--- src/rtl/display_pkg.sv ---
// Shared types and constants for the binary-to-BCD display path.
// Latency: none (declarations only).
// Backpressure: not applicable.
package display_pkg;

  // One packed BCD digit, 0..9 when valid.
  typedef logic [3:0] bcd_t;

  // Converter sequencing states.
  typedef enum logic [1:0] {
    IDLE  = 2'd0,
    SHIFT = 2'd1,
    DONE  = 2'd2
  } state_t;

  // Largest value four BCD digits can show.
  localparam int MAX_DISPLAY = 9999;

  // Number of BCD digits driven towards the display mux.
  localparam int BCD_DIGITS = 4;

endpackage

--- src/rtl/bcd_digit_adj.sv ---
// Double-dabble nibble correction: adds 3 to a BCD digit of 5 or more.
// Latency: purely combinational.
// Backpressure: none.
//
// Ports:
//   i_digit  BCD nibble taken from the shift register before the shift
//   o_digit  corrected nibble, ready to be shifted left by one bit
module bcd_digit_adj
  import display_pkg::*;
(
  input  bcd_t i_digit,
  output bcd_t o_digit
);

  // A digit >= 5 would become >= 10 after doubling; pre-adding 3 makes
  // the shift carry into the next digit instead.
  assign o_digit = (i_digit >= 4'd5) ? bcd_t'(i_digit + 4'd3) : i_digit;

endmodule

--- src/rtl/bin_to_bcd_seq.sv ---
// Sequential double-dabble converter from unsigned binary to four BCD digits.
// Latency: start accepted at edge 0, done high for the cycle after edge WIDTH+1.
// Backpressure: start is ignored while busy; a held start retriggers from IDLE.
//
// Ports:
//   clk, reset_n          clock and asynchronous active-low reset
//   start, bin            conversion request and value, sampled when accepted
//   busy                  high whenever a conversion is in flight
//   done                  one-cycle pulse when num3..num0/overflow refresh
//   num3..num0            thousands..units digits, held between done pulses
//   overflow              last accepted value exceeded MAX_VAL (saturated)
module bin_to_bcd_seq
  import display_pkg::*;
#(
  parameter int WIDTH   = 14,
  parameter int MAX_VAL = MAX_DISPLAY
) (
  input  logic             clk,
  input  logic             reset_n,
  input  logic             start,
  input  logic [WIDTH-1:0] bin,
  output logic             busy,
  output logic             done,
  output bcd_t             num3,
  output bcd_t             num2,
  output bcd_t             num1,
  output bcd_t             num0,
  output logic             overflow
);

  localparam int               CNT_W    = $clog2(WIDTH + 1);
  localparam int               BCD_W    = 4 * BCD_DIGITS;
  localparam int               SR_W     = BCD_W + WIDTH;
  localparam logic [WIDTH-1:0] MAX_BIN  = WIDTH'(MAX_VAL);
  localparam logic [CNT_W-1:0] LAST_CNT = CNT_W'(WIDTH);

  state_t           r_state;
  logic [CNT_W-1:0] r_cnt;
  // {BCD field (thousands..units), binary field}
  logic [SR_W-1:0]  r_sr;
  logic             r_ovf_int;
  bcd_t             r_num3;
  bcd_t             r_num2;
  bcd_t             r_num1;
  bcd_t             r_num0;
  logic             r_overflow;

  logic             w_ovf;
  logic [WIDTH-1:0] w_sat;
  logic [SR_W-1:0]  w_adj;

  // Saturate before loading so only displayable values get converted.
  assign w_ovf = (bin > MAX_BIN);
  assign w_sat = w_ovf ? MAX_BIN : bin;

  // Correct every BCD nibble in parallel; the binary field passes through.
  for (genvar gi = 0; gi < BCD_DIGITS; gi++) begin : g_adj
    bcd_digit_adj u_adj (
      .i_digit (r_sr[WIDTH + 4*gi +: 4]),
      .o_digit (w_adj[WIDTH + 4*gi +: 4])
    );
  end
  assign w_adj[WIDTH-1:0] = r_sr[WIDTH-1:0];

  // One extra SHIFT cycle after the WIDTH-th step copies the finished BCD
  // field to the output registers, so results never show partial data.
  always_ff @(posedge clk or negedge reset_n) begin
    if (!reset_n) begin
      r_state    <= IDLE;
      r_cnt      <= '0;
      r_sr       <= '0;
      r_ovf_int  <= 1'b0;
      r_num3     <= '0;
      r_num2     <= '0;
      r_num1     <= '0;
      r_num0     <= '0;
      r_overflow <= 1'b0;
    end else begin
      case (r_state)
        IDLE: begin
          if (start) begin
            r_sr      <= {{BCD_W{1'b0}}, w_sat};
            r_ovf_int <= w_ovf;
            r_cnt     <= '0;
            r_state   <= SHIFT;
          end
        end
        SHIFT: begin
          if (r_cnt == LAST_CNT) begin
            r_num3     <= r_sr[WIDTH + 12 +: 4];
            r_num2     <= r_sr[WIDTH + 8  +: 4];
            r_num1     <= r_sr[WIDTH + 4  +: 4];
            r_num0     <= r_sr[WIDTH      +: 4];
            r_overflow <= r_ovf_int;
            r_state    <= DONE;
          end else begin
            r_sr  <= {w_adj[SR_W-2:0], 1'b0};
            r_cnt <= r_cnt + CNT_W'(1);
          end
        end
        DONE: begin
          r_state <= IDLE;
        end
        default: begin
          r_state <= IDLE;
        end
      endcase
    end
  end

  assign busy     = (r_state != IDLE);
  assign done     = (r_state == DONE);
  assign num3     = r_num3;
  assign num2     = r_num2;
  assign num1     = r_num1;
  assign num0     = r_num0;
  assign overflow = r_overflow;

endmodule

--- config.mk ---
export PLATFORM = sky130hd
export DESIGN_NAME = bin_to_bcd_seq
export DESIGN_NICKNAME = d
export VERILOG_FILES = /design/src/rtl/display_pkg.sv /design/src/rtl/bcd_digit_adj.sv /design/src/rtl/bin_to_bcd_seq.sv
export SDC_FILE = /design/constraint.sdc
export NUM_CORES = 1
export LEC_CHECK = 0
export CAP_MARGIN = 10
export CORE_MARGIN = 8
export CORE_UTILIZATION = 45
export DETAILED_ROUTE_END_ITERATION = 16
export PLACE_DENSITY = 0.72
export SYNTH_ARGS = -nofsm -noshare
export SYNTH_HDL_FRONTEND = slang
export SYNTH_SLANG_ARGS = --single-unit
--- constraint.sdc ---
create_clock -name clk -period 1.8 [get_ports clk]
set_input_delay 0.36 -clock clk [delete_from_list [all_inputs] [get_ports clk]]
set_output_delay 0.36 -clock clk [all_outputs]
set_load 0.01 [all_outputs]
Yosys cells after proc, flatten, opt, wreduce, memory -nomap -nowiden
Index checks and enable logic that the tools add are counted.
{"block": "totals", "word_cells": 46, "ff_bits": 54, "inputBits": 17, "out_inout_bits": 19}
{"block": "classes", "reduce_logical": 7, "order_cmp": 5, "mux": 14, "n_addsub": 5, "eq_ne": 6}
{"operator": "2-to-1 mux 30 bit", "count": 2}
{"operator": "case mux 30 bit (2 select lines)", "count": 1}
{"operator": "2-to-1 mux 4 bit", "count": 5}
{"operator": ">= comparator 4 x 3 -> 1 bit, second input constant", "count": 4}
{"operator": "> comparator 14 bit, second input constant", "count": 1}
{"operator": "2-to-1 mux 14 bit", "count": 1}
{"operator": "adder 4 x 2 -> 4 bit, second input constant", "count": 3}
{"operator": "case mux 4 bit (2 select lines)", "count": 1}
{"operator": "inequality test 2 bit, second input constant", "count": 3}
{"operator": "AND reduction 2 bit", "count": 3}
{"operator": "adder 4 x 1 -> 4 bit, second input constant", "count": 1}
{"operator": "== test 4 bit, second input constant", "count": 1}
{"operator": "2-to-1 mux 2 bit", "count": 2}
{"operator": "case mux 2 bit (2 select lines)", "count": 1}
{"operator": "nonzero test 2 bit", "count": 2}
{"operator": "adder 3 x 2 -> 3 bit, second input constant", "count": 1}
{"operator": "2-to-1 mux 3 bit", "count": 1}
{"operator": "AND reduction 3 bit", "count": 1}
{"operator": "== test 2 x 1 -> 1 bit, second input constant", "count": 1}
{"operator": "== test 2 bit, second input constant", "count": 1}
{"operator": "zero test 2 bit", "count": 1}

Depth between registers and ports, before layout
Gate-level depths: netlist of the first run.
{"block": "depth", "word_depth": 4, "ltp_mapped": 9, "mapped_depth_nobuf": 7}

Hierarchy
From an unflattened synthesis of the first run, not the netlist that was laid out.
{"block": "unflattened", "hier_cells": 279, "hier_area_um2": 2738.9}
{"mod": "bin_to_bcd_seq", "seq_area_each_um2": 1351.3, "area_per_inst_um2": 2333.5, "cells_per_inst": 215, "instances": 1}
{"mod": "bcd_digit_adj", "seq_area_each_um2": 0.0, "area_per_inst_um2": 101.3, "cells_per_inst": 16, "instances": 4}

Worst setup path after synthesis of the first run
Ideal clock, no wire load.
{"block": "synth_timing", "kind": "register to register", "start": "register r_cnt[0]", "end": "register r_cnt[3]", "setup_time_ns": 0.077, "setup_slack_ns": 0.047, "stages_incl_launch_ff": 8, "synth_period_minus_slack_ns": 1.753, "required_ns": 1.723, "arrival_time_ns": 1.676, "path_buffers": 1, "path_cell_list": "dfrtp_1 inv_1 ha_1 and3_1 a211o_1 buf_6 or3_1 a21oi_1"}
{"block": "synth_via", "elab_chain_len": 3, "word_cells_on_any_way": 6, "cone_classes": "add/sub: 1; eq/ne: 2; mux: 2; reduce/logical: 1"}
{"item": "start: declaration", "line_no": "bin_to_bcd_seq.sv:38", "rtl": "logic [CNT_W-1:0] r_cnt;"}
{"item": "start signal: assignment", "line_no": "bin_to_bcd_seq.sv:98", "rtl": "r_cnt <= r_cnt + CNT_W'(1);"}
{"item": "adder 4 x 1 -> 4 bit / == test 4 bit (equally long branches)", "line_no": "bin_to_bcd_seq.sv:98, bin_to_bcd_seq.sv:89"}
{"item": "2-to-1 mux 4 bit / inequality test 2 bit (equally long branches)"}
{"item": "case mux 4 bit (2 select lines) / AND reduction 3 bit (equally long branches)"}
Parallel ways exist; a longest one is shown, timed or not. The select of a mux whose other input is x is not followed.
A chain may end at the register's enable or synchronous reset.

Final worst setup path of the first run
{"block": "layout_timing", "start": "register r_state[1]", "end": "output port busy"}
{"block": "layout_via", "elab_chain_len": 1}
{"item": "start: declaration", "line_no": "bin_to_bcd_seq.sv:37", "rtl": "state_t r_state;"}
{"item": "start signal: assignment", "line_no": "bin_to_bcd_seq.sv:69", "rtl": "r_state <= IDLE;"}
{"item": "start signal: assignment", "line_no": "bin_to_bcd_seq.sv:85", "rtl": "r_state <= SHIFT;"}
{"item": "start signal: assignment", "line_no": "bin_to_bcd_seq.sv:95", "rtl": "r_state <= DONE;"}
{"item": "nonzero test 2 bit", "line_no": "bin_to_bcd_seq.sv:111", "rtl": "assign busy = (r_state != IDLE);"}
{"item": "end: declaration", "line_no": "bin_to_bcd_seq.sv:22", "rtl": "output logic busy,"}
Every way passes these cells.

==> flow_metrics.tcl, run 1 <==
set metrics [dict create \
    status "complete, no violations" \
    crit_path_start_kind "flop" \
    yosysSeqAreaShare_pct 53.6 \
    ys_async_sr_fraction_pct 100 \
    grtUsageTotal_pct 12.3 \
    antenna_cells 0 \
    timing.rr.start "r_cnt[0]$_DFFE_PN0P_" \
    final_nets 307 \
    netlist_area_sq_um 2520 \
    clk_path_buf_depth 2 \
    worst_slew_pin_slew_ps 282 \
    syn_nets 252 \
    routed_wl_um 5000 \
    arrival_ps 1370 \
    htreeDepth 2 \
    setup_violations 0 \
    dpl.hpwl_um 3470 \
    slew_headroom_pct 81.2 \
    yosys.area.top_type_share_pct 53.6 \
    fin_worst_skew_ps 8.15 \
    max_cap_viol_count 0 \
    critPathMaxFanout 3 \
    vias 1870 \
    antenna_found_initial 0 \
    final_area_sq_um 3230 \
    yosysWarnings 0 \
    fmax_mhz 577 \
    slew_viol_final 0 \
    rows 27 \
    core_area_sq_um 5470 \
    initialDrtViolationCount 151 \
    ys_ff_latch 54 \
    cts_sinks 54 \
    grt_overflow 0 \
    start_util_pct 46.1 \
    first_pass_iters 4 \
    clk_pin_slew_worst_paths_ps 90 \
    area_delta_synth_final_pct 28.2 \
    crit_family "buffers and inverters" \
    routedWlPerCell_um 14.2 \
    dieArea_sq_um 8250 \
    synth_edf_count 0 \
    crit_slowest_cell "clkdlybuf4s50_1" \
    hold_viol 0 \
    synth.most_common_cell "dfrtp_1" \
    grt_pass1_vias 1876 \
    port_buffers 35 \
    end_kind "output port" \
    p_per_area_nw_per_um2 1850 \
    drc 0 \
    critPathBufInv 2 \
    cts_made_buffers 5 \
    grt_max_degree 55 \
    place_area_sq_um 3050 \
    grt_pass1_wl_um 8510 \
    crit_chain "nor2_2 -> inv_1 -> clkdlybuf4s50_1" \
    clk_latency_ps 300 \
    nFillCells 464 \
    drive_gt1_share_pct 18.9 \
    synthCells 225 \
    ant_nets 0 \
    min_path_type "in2async" \
    postCtsHoldBufs 0 \
    crit_start "r_state[1]$_DFFE_PN0P_" \
    yosysTopAreaCell "dfrtp_1" \
    die_w_um 90.9 \
    die_y_um 90.9 \
    ir_drop_mv 0.790 \
    synth_ff_type "dfrtp_1" \
    vias_per_cell 5.30 \
    ys_types 33 \
    critPathMaxStageDelay_ps 470 \
    synthTopCellsByCount "54 x dfrtp_1, 17 x mux2_2, 16 x o21ai_0" \
    synth_area_leaders "dfrtp_1 54%, mux2_2 7.6%, ha_1 5.0%, o21ai_0 3.2%, a22o_1 2.8%" \
    io-pin-count 36 \
    fin_crit_ps 1730 \
    syn_avg_cell_area_sq_um 11.2 \
    cts_tree "built" \
    cts-root-buf "clkbuf_8" \
    criticalPathCategory "reg2out" \
    finalWeightedCongestion 0.734 \
    crit_required_ps 1440 \
    min_period_over_period_pct 96.3 \
    cellLeakagePower_nw 1.49 \
    final_util_pct 59.1 \
]
[worst reg2reg max path: stages, from the launching register on]
cell and delay [ps]:
dfrtp_1 350, inv_1 50, ha_2 180, and3_4 180, a211o_4 370, or3_1 370
a21oi_1 160
[registers in the layout (all words and copies together), names as in the netlist]
register / cells
num0: 4
r_state: 2
r_ovf_int: 1
num3: 4
r_sr: 30
overflow: 1
r_cnt: 4
num2: 4
num1: 4
[stage by stage]
step | instances | setup slack (ps) | hold slack (ps) | power, W | TNS (ps)
after floorplan | 225 | 46.8 | 64.4 | 0.00409 | 0
after CTS | 350 | -15.1 | 42.7 | 0.00586 | -15.1
after global placement | 340 | -62.1 | 376 | 0.00505 | -491
final | 353 | 66.7 | 24.6 | 0.00597 | 0
after detailed placement | 340 | -132 | 375 | 0.00514 | -1400
after global routing | 353 | -3.01 | 44.8 | 0.00648 | -3.01
[layout make-up]
cell class | count | area [sq um] | share of cell area (%)
flip-flops and latches | 54 | 1350 | 41.8
inverters | 14 | 55.1 | 1.70
repair buffers | 57 | 568 | 17.6
clock buffers | 7 | 86.3 | 2.67
well taps | 72 | 90.1 | 2.79
clock inverters | 1 | 5.00 | 0.155
multi-input cells | 148 | 1080 | 33.3
[cell usage in the layout, fill, tap and decap left out, types with 2 or more instances in the layout]
master	synthesis	routed
or3_1	4	4
nor2_2	1	2
xnor2_1	4	4
o22ai_1	7	7
nand2b_1	5	5
buf_12	0	3
a32o_1	4	4
a21o_1	4	4
dfrtp_1	54	54
a21oi_1	10	10
a211oi_1	3	3
clkbuf_8	0	6
inv_1	13	13
clkdlybuf4s50_1	0	33
mux2i_1	5	5
buf_4	0	18
o21ai_0	16	16
nor2b_1	2	2
nor3b_1	5	5
ha_1	10	9
mux2_2	17	17
nand3_1	2	2
o31ai_1	4	4
nand2_1	13	13
a22o_1	8	8
nor3_1	7	7
nor2_1	11	10
[per-layer routing]
metal	track usage (%)	vias up	routed length [um]
met4	4.64	0	66
met1	15.2	916	2300
li1	-	917	-
met5	0	-	0
met2	19.9	31	2430
met3	3.41	6	201
[power by group]
part | switching (W) | internal (W) | leakage [nW]
Sequential | 0.000385 | 0.00180 | 0.674
Clock | 0.000369 | 0.000311 | 0.0482
Combinational | 0.00141 | 0.00169 | 0.765
Total | 0.00217 | 0.00380 | 1.49
[logic make-up after synthesis]
kind of cell	Yosys count	share of synthesized area, %
AOI/OAI and AO/OA	58	15.2
and+or+nand+nor	54	10.8
DFF	54	53.6
buffers and inverters	23	4.47
muxes	22	9.58
adders and majority gates	10	4.96
xor gates and xnor gates	4	1.39
[timing repair]
item	CTS	global route
setup endpoints to repair	3	24
resized for setup	1	8
pin swaps	0	2
gates cloned	0	1
buffers inserted	2	2
[worst paths after layout]
path	slack (ps)	cells after the start	end
min in group clk	490	2	r_sr[11]$_DFFE_PN0P_
max in group asynchronous	1530	2	r_sr[14]$_DFFE_PN0P_
hold / removal	20	2	r_sr[8]$_DFFE_PN0P_
hold reg to reg	490	2	r_sr[11]$_DFFE_PN0P_
setup reg to reg	70	6	r_cnt[3]$_DFFE_PN0P_
setup / recovery	70	3	busy
(Power assumes the default switching activity.)
==> inputs of run 2 (changes only) <==
--- a/config.mk
+++ b/config.mk
@@ -8,6 +8,7 @@
 export CAP_MARGIN = 10
 export CORE_MARGIN = 8
 export CORE_UTILIZATION = 45
+export CTS_CLUSTER_SIZE = 30
 export DETAILED_ROUTE_END_ITERATION = 16
 export PLACE_DENSITY = 0.72
 export SYNTH_ARGS = -nofsm -noshare
==> results of run 2 <==
No change in the layout: final DEF, timing and power equal those of run 1.
